**src/rtl/pipe_stage_reg_if.sv**
```systemverilog
// Handshake and payload bundle between a pipeline stage register and its neighbours.
// Pure wiring, no latency of its own.
// Backpressure: in_ready/out_ready carry the stall in each direction.
interface pipe_stage_reg_if #(
    parameter int DATA_W = 64
);
    logic              flush;
    logic              in_valid;
    logic              in_ready;
    logic [DATA_W-1:0] in_data;
    logic              out_valid;
    logic              out_ready;
    logic [DATA_W-1:0] out_data;

    // Environment side: drives upstream payload, flush and downstream ready.
    modport master (
        output flush, in_valid, in_data, out_ready,
        input  in_ready, out_valid, out_data
    );

    // Stage side: the register itself.
    modport slave (
        input  flush, in_valid, in_data, out_ready,
        output in_ready, out_valid, out_data
    );
endinterface

```
**src/rtl/pipe_stage_reg.sv**
```systemverilog
// Pipeline stage register with a 2-entry skid buffer and a flush that inserts a CLEAR_VAL bubble.
// Latency: 1 cycle from accepted input to out_valid/out_data; one item per cycle when streaming.
// Backpressure: in_ready is registered (!skid_valid); a stalled stage absorbs one extra item in the skid entry.
// Optional statistics counters (stall_cnt, flush_cnt) exist only when PIPE_STAGE_REG_STATS_EN is defined.
module pipe_stage_reg #(
    parameter int                 DATA_W    = 64,
    parameter logic [DATA_W-1:0]  CLEAR_VAL = '0,
    parameter int                 CNT_W     = 16
) (
    input  logic              Clk,
    input  logic              Rst_n,
    pipe_stage_reg_if.slave   pipe
`ifdef PIPE_STAGE_REG_STATS_EN
    ,
    output logic [CNT_W-1:0]  stall_cnt,
    output logic [CNT_W-1:0]  flush_cnt
`endif
);

    // Bit 0 is main_valid, bit 1 is skid_valid, so the outputs come straight off the state register.
    typedef enum logic [1:0] {
        EMPTY = 2'b00,
        FULL  = 2'b01,
        SKID  = 2'b11
    } state_t;

    state_t            state;
    logic [DATA_W-1:0] main_data;
    logic [DATA_W-1:0] skid_data;

    assign pipe.out_valid = state[0];
    assign pipe.in_ready  = ~state[1];
    assign pipe.out_data  = main_data;

    // Occupancy FSM and payload registers; reset beats flush, flush beats every transfer.
    always_ff @(posedge Clk) begin
        if (!Rst_n) begin
            state     <= EMPTY;
            main_data <= CLEAR_VAL;
            skid_data <= CLEAR_VAL;
        end else if (pipe.flush) begin
            state     <= EMPTY;
            main_data <= CLEAR_VAL;
            skid_data <= CLEAR_VAL;
        end else begin
            case (state)
                EMPTY: begin
                    if (pipe.in_valid) begin
                        state     <= FULL;
                        main_data <= pipe.in_data;
                    end
                end
                FULL: begin
                    if (pipe.out_ready) begin
                        if (pipe.in_valid) begin
                            main_data <= pipe.in_data;
                        end else begin
                            state <= EMPTY;
                        end
                    end else if (pipe.in_valid) begin
                        // Downstream stalled: park the new item, keep out_data steady.
                        state     <= SKID;
                        skid_data <= pipe.in_data;
                    end
                end
                SKID: begin
                    // in_ready is low here, so in_valid is deliberately ignored.
                    if (pipe.out_ready) begin
                        state     <= FULL;
                        main_data <= skid_data;
                    end
                end
                default: begin
                    state <= EMPTY;
                end
            endcase
        end
    end

`ifdef PIPE_STAGE_REG_STATS_EN
    // Saturating stall/flush counters; only reset clears them, a flush does not.
    always_ff @(posedge Clk) begin
        if (!Rst_n) begin
            stall_cnt <= '0;
            flush_cnt <= '0;
        end else begin
            if (state[0] && !pipe.out_ready && (stall_cnt != '1)) begin
                stall_cnt <= stall_cnt + CNT_W'(1);
            end
            if (pipe.flush && (state != EMPTY) && (flush_cnt != '1)) begin
                flush_cnt <= flush_cnt + CNT_W'(1);
            end
        end
    end
`endif

endmodule
```
**src/flat_wrapper.sv**
```systemverilog
// flat-port wrapper written by rule: the top's interface ports become plain ports
module pipe_stage_reg_flat 
#(
    parameter int                 DATA_W    = 64,
    parameter logic [DATA_W-1:0]  CLEAR_VAL = '0,
    parameter int                 CNT_W     = 16
)
  (Clk, Rst_n, pipe_flush, pipe_in_valid, pipe_in_data, pipe_out_ready, pipe_in_ready, pipe_out_valid, pipe_out_data);
  pipe_stage_reg_if #(.DATA_W(DATA_W)) pipe_i ();
  input  logic Clk;
  input  logic Rst_n;
  input wire logic [$bits(pipe_i.flush)-1:0] pipe_flush;
  input wire logic [$bits(pipe_i.in_valid)-1:0] pipe_in_valid;
  input wire logic [$bits(pipe_i.in_data)-1:0] pipe_in_data;
  input wire logic [$bits(pipe_i.out_ready)-1:0] pipe_out_ready;
  output wire logic [$bits(pipe_i.in_ready)-1:0] pipe_in_ready;
  output wire logic [$bits(pipe_i.out_valid)-1:0] pipe_out_valid;
  output wire logic [$bits(pipe_i.out_data)-1:0] pipe_out_data;
  assign pipe_i.flush = pipe_flush;
  assign pipe_i.in_valid = pipe_in_valid;
  assign pipe_i.in_data = pipe_in_data;
  assign pipe_i.out_ready = pipe_out_ready;
  assign pipe_in_ready = pipe_i.in_ready;
  assign pipe_out_valid = pipe_i.out_valid;
  assign pipe_out_data = pipe_i.out_data;
  pipe_stage_reg #(.DATA_W(DATA_W), .CLEAR_VAL(CLEAR_VAL), .CNT_W(CNT_W)) u_core (.Clk(Clk), .Rst_n(Rst_n), .pipe(pipe_i));
endmodule
```
**config.mk**
```make
export PLATFORM = sky130hd
export DESIGN_NAME = pipe_stage_reg_flat
export DESIGN_NICKNAME = d
export VERILOG_FILES = /design/src/rtl/pipe_stage_reg_if.sv /design/src/rtl/pipe_stage_reg.sv /design/src/flat_wrapper.sv
export SDC_FILE = /design/constraint.sdc
export NUM_CORES = 1
export LEC_CHECK = 0
export BUFFER_PORTS_ARGS = -buffer_cell sky130_fd_sc_hd__buf_4
export CORE_ASPECT_RATIO = 1.2
export CORE_UTILIZATION = 55
export DETAILED_ROUTE_END_ITERATION = 16
export GPL_TIMING_DRIVEN = 0
export PLACE_DENSITY = 0.79
export SLEW_MARGIN = 40
export SYNTH_ARGS = -nofsm -noshare
export SYNTH_HDL_FRONTEND = slang
export SYNTH_SLANG_ARGS = --single-unit
```
**constraint.sdc**
```tcl
create_clock -name Clk -period 3.06 [get_ports Clk]
set_input_delay 0.153 -clock Clk [delete_from_list [all_inputs] [get_ports Clk]]
set_output_delay 0.153 -clock Clk [all_outputs]
set_load 0.01 [all_outputs]
```
==> results of run 1 <==
cells in the mapped netlist, drive strengths merged:
| cell type | instances | area share (%) |
|---|---|---|
| a211o | 1 | 0.15 |
| a211oi | 64 | 14 |
| a21oi | 128 | 11 |
| a221oi | 1 | 0.15 |
| and2 | 1 | 0.15 |
| and3b | 1 | 0.15 |
| buf | 45 | 5.1 |
| clkbuf | 11 | 0.73 |
| dfxtp | 130 | 46 |
| ha | 4 | 0.88 |
| inv | 3 | 0.20 |
| mux2 | 1 | 0.26 |
| mux2i | 66 | 12 |
| nand2 | 130 | 8.6 |
| nand2b | 2 | 0.22 |
| nand3b | 1 | 0.13 |
| nor2b | 2 | 0.22 |
| o21bai | 1 | 0.13 |
| or3 | 1 | 0.11 |
| xnor2 | 1 | 0.15 |
area by class of cell:
| type | count | area [um2] |
|---|---|---|
| fill | 642 | 2130 |
| sequential | 130 | 2600 |
| tap | 126 | 158 |
| clock buffer | 19 | 433 |
| buffer | 56 | 328 |
| timing repair buffer | 179 | 1460 |
| inverter | 3 | 11.3 |
| multi-input combinational | 405 | 2730 |
| clock inverter | 13 | 163 |
metrics by stage:
step / instances / instance area [um2] / utilization (%) / setup slack, ps / power (mW)
final: 931 / 7880 / 78.7 / 1120 / 4.32
after global routing: 931 / 7880 / 78.7 / 994 / 4.45
after CTS: 931 / 7880 / 78.7 / 1140 / 4.33
after detailed placement: 854 / 6830 / 68.2 / 1170 / 2.27
after global placement: 854 / 6830 / 68.2 / 1240 / 2.26
after floorplan: 594 / 5670 / - / 1480 / 2.07
how the worst max path moves through the flow:
stage,depth (start not counted),slack [ps],endpoint
2_1_floorplan,7,1480,u_core.pipe.out_data[10]$_SDFFE_PP0P_
3_3_place_gp,7,1240,u_core.pipe.out_data[41]$_SDFFE_PP0P_
3_5_place_dp,7,1170,u_core.pipe.out_data[41]$_SDFFE_PP0P_
4_1_cts,7,1140,u_core.pipe.out_data[41]$_SDFFE_PP0P_
5_1_grt,7,990,u_core.pipe.out_data[27]$_SDFFE_PP0P_
6_report,7,1120,u_core.pipe.out_data[18]$_SDFFE_PP0P_
layout by cell type, fill, tap and decap left out, types with 13 or more instances in the layout:
master and n:
a211oi_2 60, a21oi_1 128, buf_2 31, buf_4 141, clkbuf_1 13, clkbuf_16 17, dfxtp_1 130, dlygate4sd3_1 45
mux2i_1 66, nand2_1 130
power breakdown:
group          total (mW)  leakage [nW]  switching, mW  internal (mW)
clock network        2.03         0.283          0.751           1.28
logic               0.521          1.58          0.266          0.254
registers            1.77          1.06         0.0285           1.74
kinds of logic after synthesis:
group | share of synthesized area [%]
compound gates | 25.5
xor+xnor | 0.155
fa+ha+maj | 0.883
buf+inv | 5.98
flops | 45.9
mux | 11.9
simple gates | 9.60
flip-flops by register name, indices dropped and copies added (netlist names):
signal	flops
u_core.skid_data	64
u_core.pipe.out_data	64
u_core.state	2
worst max-delay path, stage by stage, from the launching register on:
cell and delay (ps):
dfxtp_1 430, inv_1 120, ha_1 250, o21bai_1 170, buf_2 250, buf_2 270
a21oi_1 120, a211oi_2 240
layer usage:
metal	routed length (um)	GRT usage [%]
met5	0	0
met4	289	11.6
met3	834	7.12
met2	7530	49.6
met1	6170	31.9
==> results.toml, run 1 <==
[status]
outcome = "completed"

[pwr]
p_leak_nw = 2.92
vdd_drop_max_uv = 472
powerDensity_mw_per_mm2 = 548

[global_routing]
grt-ovfl-total = 0
antenna_found_initial = 0
grt_pass1_wl_um = 23400
grt_max_degree = 17
grt_usage_pct = 28.2
grt_pass1_vias = 5004

[finish]
antenna_cells = 0
layout-drive-gt1-share_pct = 33.7
fin_nets = 865
syn_to_final_growth_pct = 39.0

[sta]
setup_viol = 0
min_period_ps = 1940
max-slew-margin-rel_pct = 48.0
finalClockSkew_ps = 10.2
finalCritPeriodShare_pct = 63.4
fmax_mhz = 515
slew_violations = 0
hold_viol_final = 0
fin_hold_ws_ps = 8.50
rsz0062_at_grt = "false"
worst-slew-pin-transition_ps = 780
final.setup.tns_ps = 0

[floorplanning]
fp.dieH_um = 113
die_w_um = 94.7
dieArea_mm2 = 0.0107
row_count = 40
start_util_pct = 56.6
coreArea_mm2 = 0.0100
io_pins = 135

[clock_tree]
cts_tree = "done"
clockBufferDepth = 2
hold_buffers = 45
cts.sinks = 130
post_cts_buffers = 0
insertion_delay_ps = 420
htree_levels = 4
cts_root_buffer = "clkbuf_16"
clk_pin_slew_ps = 60
post_cts_resize_count = 0
cts_buffers = 17

[synthesis]
syn_nets = 667
synth.distinct_cells = 23
ys_seq_elements = 130
yosys_warnings = 0
syn_area_per_cell_um2 = 9.54
syn_inst = 594
syn_area_mm2 = 0.00567
ys_seq_area_share_pct = 45.9

[worst_hold_path]
hold_start = "pipe_in_data[38]"
whs_path_depth = 3
min_to = "u_core.skid_data[38]$_SDFFE_PP0P_"
hold_class = "input port to flip-flop"

[critical_path]
cp-end-kind = "flip-flop"
reg2reg_depth = 7
reg2reg_from = "u_core.state[1]$_SDFFE_PP0P_"
crit_fanout = 10
cp-startpoint = "u_core.state[1]$_SDFFE_PP0P_"
worstSetupPathType = "flip-flop to flip-flop"
timing.rr.end = "u_core.pipe.out_data[18]$_SDFFE_PP0P_"
worstPathArrival_ps = 2260
required_ps = 3380
r2r_slack_ps = 1120
critPathLaunchType = "flip-flop"

[placed_design]
portBuffers = 134
place_hpwl_um = 10000
gp_congestion = 0.817

[route]
first_pass_iters = 5
drt_wl_total_um = 14800
drtIter0Drc = 233
viasPerCell = 5.42
drc = 0
ant_nets = 0
vias = 5048
wl_per_cell_um = 15.9

[run]
cap_violations = 0
(Power assumes the default switching activity.)
==> run 2, diff against run 1 <==
--- a/config.mk
+++ b/config.mk
@@ -7,10 +7,10 @@
 export LEC_CHECK = 0
 export BUFFER_PORTS_ARGS = -buffer_cell sky130_fd_sc_hd__buf_4
 export CORE_ASPECT_RATIO = 1.2
-export CORE_UTILIZATION = 55
+export CORE_UTILIZATION = 48
 export DETAILED_ROUTE_END_ITERATION = 16
 export GPL_TIMING_DRIVEN = 0
-export PLACE_DENSITY = 0.79
+export PLACE_DENSITY = 0.73
 export SLEW_MARGIN = 40
 export SYNTH_ARGS = -nofsm -noshare
 export SYNTH_HDL_FRONTEND = slang
==> constraint.sdc (replaced) <==
create_clock -name Clk -period 1.7 [get_ports Clk]
set_input_delay 0.085 -clock Clk [delete_from_list [all_inputs] [get_ports Clk]]
set_output_delay 0.085 -clock Clk [all_outputs]
set_load 0.01 [all_outputs]
==> run 2 against run 1 <==
Worst hold slack better by 79 ps. Combinational power up 92%. Fmax increased by 22%. Via count grew 1.8%. Cell count rose by 5.7%. Global-route usage fell by 2.4 points.
==> results.toml, run 2 (synthesis results as in run 1) <==
[status]
outcome = "completed"

[floorplanning]
coreArea_mm2 = 0.0115
start_util_pct = 49.2
row_count = 43
fp.dieH_um = 121
die_w_um = 101
io_pins = 135
dieArea_mm2 = 0.0122

[critical_path]
reg2reg_depth = 7
worstPathArrival_ps = 1860
required_ps = 1960
cp-end-kind = "flip-flop"
crit_fanout = 10
critPathLaunchType = "flip-flop"
worstSetupPathType = "flip-flop to flip-flop"

[finish]
antenna_cells = 0
seq_area_mm2 = 0.00261
syn_to_final_growth_pct = 46.9
fillers = 878
finalNonFillerCells = 984
layout-drive-gt1-share_pct = 33.9
utilization_pct = 72.3
multi_input_area_mm2 = 0.00276
final_cell_mix = "buf_4 (155), nand2_1 (130), a21oi_1 (128), dfxtp_1 (128)"
final_common_cell = "buf_4"
fin_nets = 887

[placed_design]
portBuffers = 134
dpl.cell_count = 885
place_ws_ps = -245
gp_congestion = 0.798
place_hpwl_um = 10200

[global_routing]
grt_usage_pct = 25.7
grt_pass1_vias = 5078
grt-ovfl-total = 0
grt_max_degree = 17
antenna_found_initial = 0
grt_pass1_wl_um = 24500

[sta]
worst-slew-pin-transition_ps = 730
max-slew-margin-rel_pct = 51.3
slew_violations = 0
setup_viol = 0
min_period_ps = 1600
finalClockSkew_ps = 9.02
hold_viol_final = 0
setup_ws_ps = 104
fmax_mhz = 626
fin_hold_ws_ps = 87.1
finalCritPeriodShare_pct = 93.9

[route]
viasPerCell = 5.22
drt_wl_total_um = 15400
wl_per_cell_um = 15.7
first_pass_iters = 5
vias = 5141
drtIter0Drc = 219
drc = 0
ant_nets = 0

[pwr]
p_leak_nw = 3.08
vdd_drop_max_uv = 612
powerDensity_mw_per_mm2 = 978
power_mw = 8.14

[clock_tree]
cts_buffers = 17
clk_pin_slew_ps = 60
clockBufferDepth = 2
htree_levels = 4
insertion_delay_ps = 410
cts.sinks = 130
cts_root_buffer = "clkbuf_16"
cts_tree = "done"

[run]
cap_violations = 0

[worst_hold_path]
hold_class = "input port to flip-flop"
whs_path_depth = 4
==> run 2: cell types whose count changed in the layout (fill, tap and decap cells not counted), moves of 5 or more <==
cell,change
clkbuf_8,+5
buf_4,+14
buf_6,+11
buf_2,-27
dlygate4sd3_1,+20
==> run 2: critical path, stage by stage, from the launching register on <==
cell	delay, ps
dfxtp_2	380
inv_1	120
ha_4	200
o21bai_4	150
and2_4	160
buf_6	160
buf_6	190
a211oi_2	90
==> run 2: worst paths after layout <==
check	start	end	slack, ps
worst max register to register	u_core.state[1]$_SDFFE_PP0P_	u_core.pipe.out_data[45]$_SDFFE_PP0P_	100
worst min register to register	u_core.skid_data[5]$_SDFFE_PP0P_	u_core.skid_data[5]$_SDFFE_PP0P_	450
worst max-delay path	u_core.state[1]$_SDFFE_PP0P_	u_core.pipe.out_data[45]$_SDFFE_PP0P_	100
worst min-delay path	Rst_n	u_core.state[0]$_SDFFE_PP0P_	90
==> run 2: timing repair <==
action                     4_1_cts  5_1_grt
pin swaps                        0        1
setup endpoints to repair      120      116
hold endpoints to repair        66        0
hold buffers                    65        0
buffers inserted                 0        2
gates resized for setup         24       21
==> run 2: stage by stage <==
step	setup TNS, ps	area, um2
final	0	8320
after global routing	-1.20	8320
after CTS	-797	8230
after detailed placement	-11860	6870
after global placement	-6930	6870
after floorplan	0	5670
==> run 2: layer usage <==
| layer | track usage, % | routed length (um) | vias to the layer above |
|---|---|---|---|
| li1 | - | - | 2530 |
| met4 | 7.79 | 82 | 0 |
| met1 | 29.5 | 6560 | 2465 |
| met2 | 47.0 | 8080 | 137 |
| met5 | 0 | 0 | - |
| met3 | 5.76 | 707 | 9 |
==> run 2: final cells by class <==
| type | count | area share, % |
|---|---|---|
| multi-input cells | 405 | 33.1 |
| flip-flops and latches | 130 | 31.3 |
| repair buffers | 201 | 20.1 |
| clock buffers | 23 | 5.98 |
| plain buffers | 56 | 5.25 |
| well taps | 157 | 2.36 |
| clock inverters | 9 | 1.80 |
| inverters | 3 | 0.135 |
==> run 2: power by group <==
| group | internal, mW | switching [mW] | leakage, nW |
|---|---|---|---|
| clock | 2.64 | 1.31 | 0.315 |
| sequential | 3.13 | 0.0521 | 1.06 |
| combinational | 0.507 | 0.492 | 1.71 |
==> run 3, diff against run 2 <==
--- a/config.mk
+++ b/config.mk
@@ -10,6 +10,7 @@
 export CORE_UTILIZATION = 48
 export DETAILED_ROUTE_END_ITERATION = 16
 export GPL_TIMING_DRIVEN = 0
+export MAX_ROUTING_LAYER = met4
 export PLACE_DENSITY = 0.73
 export SLEW_MARGIN = 40
 export SYNTH_ARGS = -nofsm -noshare
==> run 3 against run 2 <==
Sequential share of layout area is the same. Clock skew shrank 1.3 ps. Die area unchanged. Clock-buffer cell count unchanged. Register-to-register slack is essentially flat. Worst setup slack improved by 4.9 ps. Critical path depth unchanged. Sequential power barely moved. Flip-flop and latch count unchanged. Core utilization did not move. Via count is 0.14% lower. Critical endpoint is now u_core.pipe.out_data[11]$_SDFFE_PP0P_.
==> results.toml, run 3 (synthesis results as in run 1) <==
[route]
wl_per_cell_um = 15.7
drtIter0Drc = 211
first_pass_iters = 4
drc = 0
vias = 5134
ant_nets = 0
drt_wl_total_um = 15500
viasPerCell = 5.22

[floorplanning]
coreArea_mm2 = 0.0115
start_util_pct = 49.2
dieArea_mm2 = 0.0122
row_count = 43
io_pins = 135
die_w_um = 101
fp.dieH_um = 121

[sta]
worst-slew-pin-transition_ps = 743
slew_violations = 0
setup_ws_ps = 109
max-slew-margin-rel_pct = 50.5
fmax_mhz = 628
finalClockSkew_ps = 7.74
min_period_ps = 1590
hold_viol_final = 0
setup_viol = 0
finalCritPeriodShare_pct = 93.6

[finish]
stdcell_area_mm2 = 0.00832
fillers = 878
layout-drive-gt1-share_pct = 33.9
antenna_cells = 0
final_cell_mix = "buf_4 (155), nand2_1 (130), a21oi_1 (128), dfxtp_1 (128)"
final_common_cell = "buf_4"
fin_nets = 887
syn_to_final_growth_pct = 46.9

[clock_tree]
insertion_delay_ps = 410
cts_root_buffer = "clkbuf_16"
cts.sinks = 130
cts_tree = "done"
clk_pin_slew_ps = 60
htree_levels = 4
clockBufferDepth = 2
cts_buffers = 17

[critical_path]
crit_family = "buffers and inverters"
critPathLaunchType = "flip-flop"
r2r_slack_ps = 110
reg2reg_from = "u_core.state[1]$_SDFFE_PP0P_"
slowest_delay_ps = 380
timing.rr.end = "u_core.pipe.out_data[11]$_SDFFE_PP0P_"
required_ps = 2030
slowest_stage = "dfxtp_2"
reg2reg_depth = 7
cp_cell_sequence = "inv_1 -> ha_4 -> o21bai_4 -> buf_6 -> buf_4 -> a21oi_1 -> a211oi_2"
worstSetupPathType = "flip-flop to flip-flop"
path_buf_inv = 3
worstPathArrival_ps = 1920
cp-end-kind = "flip-flop"
crit_fanout = 10

[global_routing]
grt_max_degree = 17
grt_pass1_vias = 5088
grt_use_met1_pct = 29.5
grt_pass1_wl_um = 24500
grt_usage_pct = 26.5
use_met3_pct = 5.76
grt-ovfl-total = 0
use_met2_pct = 47.0
busiest_layer = "met2"
antenna_found_initial = 0

[worst_hold_path]
hold_start = "Rst_n"
whs_path_depth = 4
hold_class = "input port to flip-flop"
min_to = "u_core.state[0]$_SDFFE_PP0P_"

[placed_design]
place_ws_ps = -245
place_hpwl_um = 10200
place_area_mm2 = 0.00687
gp_congestion = 0.810
portBuffers = 134

[pwr]
p_leak_nw = 3.08
powerDensity_mw_per_mm2 = 979
vdd_drop_max_uv = 616

[run]
cap_violations = 0

[status]
outcome = "completed"
==> run 3: power by group <==
part / total, mW / leakage, nW / internal [mW] / switching [mW]
Sequential: 3.19 / 1.06 / 3.13 / 0.0522
Clock: 3.96 / 0.315 / 2.64 / 1.32
Combinational: 1.00 / 1.71 / 0.507 / 0.493
Total: 8.15 / 3.08 / 6.28 / 1.86
==> run 3: per-stage QoR <==
step	TNS [ps]	utilization, %	power (mW)	instances	hold slack, ps
floorplan	0	-	3.72	594	221
global placement	-6930	59.7	4.07	885	342
detailed placement	-11860	59.7	4.09	885	350
CTS	-797	71.5	8.17	982	77.5
global route	-1.22	72.3	8.41	984	85.3
finish	0	72.3	8.15	984	84.6
==> run 3: worst register-to-register path: stages (launching register included) <==
cell      delay, ps
dfxtp_2         380
inv_1           120
ha_4            200
o21bai_4        150
buf_6           170
buf_4           180
a21oi_1         110
a211oi_2        200
==> run 3: layout make-up <==
type | instances | area [um2] | share of cell area [%]
Buffer | 56 | 437 | 5.25
Clock buffer | 23 | 498 | 5.98
Timing Repair Buffer | 201 | 1670 | 20.1
Inverter | 3 | 11.3 | 0.135
Clock inverter | 9 | 150 | 1.80
Tap cell | 157 | 196 | 2.36
Sequential cell | 130 | 2610 | 31.3
Multi-Input combinational cell | 405 | 2760 | 33.1
==> run 3: how the worst max path moves through the flow <==
stage | startpoint | end | slack (ps) | depth (start not counted)
final | u_core.state[1]$_SDFFE_PP0P_ | u_core.pipe.out_data[11]$_SDFFE_PP0P_ | 110 | 7
after global routing | pipe_flush | u_core.pipe.out_data[50]$_SDFFE_PP0P_ | -1 | 6
after CTS | u_core.state[1]$_SDFFE_PP0P_ | u_core.pipe.out_data[33]$_SDFFE_PP0P_ | -60 | 7
after detailed placement | u_core.state[1]$_SDFFE_PP0P_ | u_core.pipe.out_data[21]$_SDFFE_PP0P_ | -240 | 7
after global placement | u_core.state[1]$_SDFFE_PP0P_ | u_core.pipe.out_data[15]$_SDFFE_PP0P_ | -130 | 7
after floorplan | u_core.state[1]$_SDFFE_PP0P_ | u_core.pipe.out_data[10]$_SDFFE_PP0P_ | 120 | 7
==> run 3: timing repair <==
item,CTS,global route
hold buffers,65,0
pin swaps,0,1
gates resized for setup,24,21
endpoints found under the hold margin,66,0
endpoints found under the setup margin,120,116
setup buffers,0,2
==> run 3: metal layers <==
metal | share of wire, % | vias up | wire, um
met1 | 42 | 2452 | 6580
met3 | 5.0 | 10 | 769
met4 | 0.73 | 0 | 113
li1 | - | 2526 | -
met2 | 52 | 146 | 8030
met5 | 0 | - | 0
